### config.mk
export PLATFORM = sky130hd
export DESIGN_NAME = serial_adder
export DESIGN_NICKNAME = d
export VERILOG_FILES = /design/src/rtl/serial_adder.sv
export SDC_FILE = /design/constraint.sdc
export NUM_CORES = 1
export LEC_CHECK = 0
export CORE_ASPECT_RATIO = 0.75
export CORE_MARGIN = 1
export CORE_UTILIZATION = 45
export CTS_BUF_LIST = sky130_fd_sc_hd__clkbuf_16
export CTS_CLUSTER_SIZE = 14
export DETAILED_ROUTE_END_ITERATION = 12
export PLACE_DENSITY = 0.72
export SLEW_MARGIN = 10
export SYNTH_ARGS = -nofsm -noshare
export SYNTH_HDL_FRONTEND = slang
export SYNTH_SLANG_ARGS = --single-unit
### constraint.sdc
create_clock -name Clock -period 1.55 [get_ports Clock]
set_input_delay 0.155 -clock Clock [delete_from_list [all_inputs] [get_ports Clock]]
set_output_delay 0.155 -clock Clock [all_outputs]
set_load 0.005 [all_outputs]
### src/rtl/serial_adder.sv
// Bit-serial adder: one full-adder cell and a carry flop process the operands
// LSB-first, one bit per clock, with a Start/Busy/Done handshake.
module serial_adder #(
  parameter int DATA_WIDTH = 8
) (
  input  logic                  Clock,
  input  logic                  Reset_n,
  input  logic                  Start,
  input  logic [DATA_WIDTH-1:0] Data_A_In,
  input  logic [DATA_WIDTH-1:0] Data_B_In,
  input  logic                  Carry_In,
  output logic                  Busy,
  output logic                  Done,
  output logic [DATA_WIDTH-1:0] Sum_Out,
  output logic                  Carry_Out
);

  localparam int CNT_W = $clog2(DATA_WIDTH) + 1;
  localparam logic [CNT_W-1:0] LAST_BIT = CNT_W'(DATA_WIDTH - 1);

  typedef enum logic [1:0] {
    IDLE  = 2'd0,
    SHIFT = 2'd1,
    DONE  = 2'd2
  } state_t;

  state_t                state_r;
  state_t                next_state_s;
  logic [DATA_WIDTH-1:0] a_r;
  logic [DATA_WIDTH-1:0] b_r;
  logic [DATA_WIDTH-2:0] sum_r;
  logic                  carry_r;
  logic [CNT_W-1:0]      cnt_r;
  logic                  busy_r;
  logic                  done_r;
  logic [DATA_WIDTH-1:0] sum_out_r;
  logic                  carry_out_r;

  logic                  fa_sum_s;
  logic                  fa_carry_s;
  logic [DATA_WIDTH-1:0] sum_cat_s;
  logic                  last_bit_s;

  assign fa_sum_s   = a_r[0] ^ b_r[0] ^ carry_r;
  assign fa_carry_s = (a_r[0] & b_r[0]) | (a_r[0] & carry_r) | (b_r[0] & carry_r);
  // The final sum bit lands in the MSB; the earlier bits are already in sum_r.
  assign sum_cat_s  = {fa_sum_s, sum_r};
  assign last_bit_s = (state_r == SHIFT) && (cnt_r == LAST_BIT);

  // State register.
  always_ff @(posedge Clock or negedge Reset_n) begin
    if (!Reset_n) begin
      state_r <= IDLE;
    end else begin
      state_r <= next_state_s;
    end
  end

  // Next-state decode.
  always_comb begin
    next_state_s = state_r;
    case (state_r)
      IDLE: begin
        if (Start) begin
          next_state_s = SHIFT;
        end else begin
          next_state_s = IDLE;
        end
      end
      SHIFT: begin
        if (cnt_r == LAST_BIT) begin
          next_state_s = DONE;
        end else begin
          next_state_s = SHIFT;
        end
      end
      DONE:    next_state_s = IDLE;
      default: next_state_s = IDLE;
    endcase
  end

  // Operand load and bit-serial datapath.
  always_ff @(posedge Clock or negedge Reset_n) begin
    if (!Reset_n) begin
      a_r     <= {DATA_WIDTH{1'b0}};
      b_r     <= {DATA_WIDTH{1'b0}};
      sum_r   <= {(DATA_WIDTH-1){1'b0}};
      carry_r <= 1'b0;
      cnt_r   <= {CNT_W{1'b0}};
    end else begin
      case (state_r)
        IDLE: begin
          if (Start) begin
            a_r     <= Data_A_In;
            b_r     <= Data_B_In;
            carry_r <= Carry_In;
            cnt_r   <= {CNT_W{1'b0}};
          end
        end
        SHIFT: begin
          a_r     <= a_r >> 1;
          b_r     <= b_r >> 1;
          sum_r   <= sum_cat_s[DATA_WIDTH-1:1];
          carry_r <= fa_carry_s;
          cnt_r   <= cnt_r + CNT_W'(1);
        end
        default: begin
          cnt_r <= cnt_r;
        end
      endcase
    end
  end

  // Registered handshake and result; the result only moves on the final bit.
  always_ff @(posedge Clock or negedge Reset_n) begin
    if (!Reset_n) begin
      busy_r      <= 1'b0;
      done_r      <= 1'b0;
      sum_out_r   <= {DATA_WIDTH{1'b0}};
      carry_out_r <= 1'b0;
    end else begin
      busy_r <= (next_state_s == SHIFT);
      done_r <= (next_state_s == DONE);
      if (last_bit_s) begin
        sum_out_r   <= sum_cat_s;
        carry_out_r <= fa_carry_s;
      end
    end
  end

  assign Busy      = busy_r;
  assign Done      = done_r;
  assign Sum_Out   = sum_out_r;
  assign Carry_Out = carry_out_r;

endmodule

==> flow_metrics.env <==
export IMPL_syn_area_um2=1800
export IMPL_outcome="complete, no violations"
export IMPL_tightestPinTransition_ps=499
export IMPL_core_area_um2=3730
export IMPL_synth_top_area_cell="dfrtp_1"
export IMPL_antenna_found_initial=0
export IMPL_dieArea_um2=4260
export IMPL_diodes=0
export IMPL_wl_mm=3.60
export IMPL_grt_pass1_vias=1330
export IMPL_rsz0062_at_grt="false"
export IMPL_regToRegSetupSlack_ps=80
export IMPL_timing_rr_start="cnt_r[0]$_DFFE_PN0P_"
export IMPL_fin_area_um2=2390
export IMPL_hold_viol=0
export IMPL_grt_usage=0.199
export IMPL_critical_path_required_ps=1710
export IMPL_syn_inst=169
export IMPL_clk_pin_slew_ps=60
export IMPL_fill_cells=283
export IMPL_via_per_inst=5.28
export IMPL_fin_crit_ps=1470
export IMPL_cts_tree="built"
export IMPL_clock_root_buffer="clkbuf_16"
export IMPL_critPathMaxFanout=10
export IMPL_finalCritPeriodShare=0.951
export IMPL_setup_viol=0
export IMPL_max_freq_mhz=678
export IMPL_dpl_worst_slack_ps=43.6
export IMPL_critPathLaunch="cnt_r[0]$_DFFE_PN0P_"
export IMPL_syn_area_per_cell_um2=10.6
export IMPL_setup_tns_ps=0
export IMPL_synth_top_cell_area_share=0.570
export IMPL_numCtsBuffers=5
export IMPL_syn_num_nets=191
export IMPL_max_vdd_ir_drop_v=0.00101
export IMPL_slew_headroom=0.667
export IMPL_clk_insertion_delay_late_ps=280
export IMPL_cts_setup_buffers=0
export IMPL_grt_remaining_overflow=0
export IMPL_synth_seq_cells=41
export IMPL_drv_slew=0
export IMPL_hold_slack_ps=470
export IMPL_io_pins=31
export IMPL_cts_max_path_buffers=2
export IMPL_crit_path_start_kind="flop"
export IMPL_endpoint="Sum_Out[6]$_DFFE_PN0P_"
export IMPL_portBuffers=30
export IMPL_first_pass_iters=4
export IMPL_ys_seq_area_frac=0.570
export IMPL_ys_types=21
export IMPL_synth_area_leaders="dfrtp_1 (57%), mux2_2 (6.3%), nand2_1 (6.1%), nor2b_1 (5.9%), a22oi_1 (5.8%)"
export IMPL_yosys_warnings=0
export IMPL_vias=1383
export IMPL_cap_violations=0
export IMPL_fin_nets=231
export IMPL_die_w_um=75.0
export IMPL_cts_sinks=41
export IMPL_r2r_end="Sum_Out[6]$_DFFE_PN0P_"
export IMPL_htreeDepth=2
export IMPL_place_gp_congestion=0.730
export IMPL_hold_class="in2async"
export IMPL_fin_skew_ps=7.58
export IMPL_antenna_left=0
export IMPL_grt_max_degree=42
export IMPL_crit_arrival_ps=1640
export IMPL_p_leak_nw=1.06
export IMPL_detail_route_wl_per_cell_um=13.7
export IMPL_power_density_nw_per_um2=1930
export IMPL_drc=0
export IMPL_criticalPathCategory="reg2reg"
export IMPL_critPathCaptureType="flop"
export IMPL_layout_setup_ws_ps=76.1
export IMPL_reg2regPathDepth=5
export IMPL_drive_above_1_share=0.152
export IMPL_hpwl_mm=2.42
export IMPL_initial_core_util=0.482
export IMPL_final_util=0.641
export IMPL_post_dp_cell_area_um2=2220
export IMPL_dr_first_iter_drc_count=66
export IMPL_die_height_um=56.8
export IMPL_area_growth_pct=32.9
export IMPL_grt_pass1_wl_mm=6.17
export IMPL_num_rows=19
## worst max-delay path, cell delays in order, from the launching register on
cell and delay (ps):
dfrtp_1 390, ha_1 210, nand2_2 90, nor3_4 170, buf_12 160, mux2_2 340
## kinds of logic after synthesis
logic type,share of synthesized area
adders and majority gates,0.0181
DFF,0.570
muxes,0.0626
AOI/OAI and AO/OA,0.177
and+or+nand+nor,0.151
buffers and inverters,0.0216
## power by group
group / leakage (nW) / switching, mW / internal, mW / total (mW)
Sequential: 0.529 / 0.309 / 1.51 / 1.82
Combinational: 0.444 / 0.798 / 0.873 / 1.67
Clock: 0.0826 / 0.380 / 0.747 / 1.13
Total: 1.06 / 1.49 / 3.13 / 4.62
## layer usage
metal | part of all wire | GRT usage | vias up
li1 | - | - | 672
met1 | 0.47 | 0.263 | 671
met2 | 0.47 | 0.306 | 32
met3 | 0.037 | 0.0700 | 8
met4 | 0.016 | 0.0593 | 0
met5 | 0 | 0 | -
## cell type report
type	count	area [um2]	share of cell area
timing repair buffer	42	400	0.167
clock buffer	5	125	0.0523
clock inverter	3	37.5	0.0157
sequential	41	1030	0.429
tap	52	65.1	0.0272
multi-input combinational	119	737	0.308
## synthesized netlist by cell type, drive strengths merged
cell    count
nor2        2
nor3        2
nor2b      17
a22oi      14
o21ai      18
a21oi      17
nand2      29
a22o        2
buf         2
and3b       1
dfrtp      41
clkbuf      7
nand3       2
mux2       10
ha          1
nand2b      1
o21bai      1
o311ai      1
fa          1
## layout by cell type (no fill, tap or decap), drive strengths merged
cell            n
o21bai          1
ha              1
nor2            2
a21oi          17
nand2b          1
a22o            2
clkbuf          5
nand2          29
nor3            2
bufinv          1
a22oi          14
clkdlybuf4s50  29
nor2b          17
fa              1
nand3           2
o311ai          1
inv             1
o21ai          18
and3b           1
buf            12
dfrtp          41
dlygate4sd3     1
clkinv          1
mux2           10
## how the worst min path moves through the flow
stage,cells after the start,slack [ps],to
4_1_cts,2,480,sum_r[0]$_DFFE_PN0P_
6_report,3,470,b_r[7]$_DFFE_PN0P_
5_1_grt,2,520,sum_r[0]$_DFFE_PN0P_
3_3_place_gp,2,230,b_r[3]$_DFFE_PN0P_
3_5_place_dp,2,240,b_r[3]$_DFFE_PN0P_
2_1_floorplan,0,-140,Busy$_DFF_PN0_
## registers in the layout (all words and copies together) (netlist names)
name	cells
Busy	1
Carry_Out	1
Done	1
Sum_Out	8
a_r	8
b_r	8
carry_r	1
cnt_r	4
state_r	2
sum_r	7
## through the flow
step	instances	total power, mW
floorplan	169	2.77
CTS	262	4.66
global placement	253	3.42
detailed placement	253	3.50
finish	262	4.62
global route	262	4.96
## what timing repair did
| action | in CTS | in global routing |
|---|---|---|
| hold buffers | 1 | 0 |
| resized for setup | 0 | 1 |
| setup endpoints to repair | 0 | 9 |
| endpoints found under the hold margin | 41 | 0 |
Power figures use the tool's default switching activity.
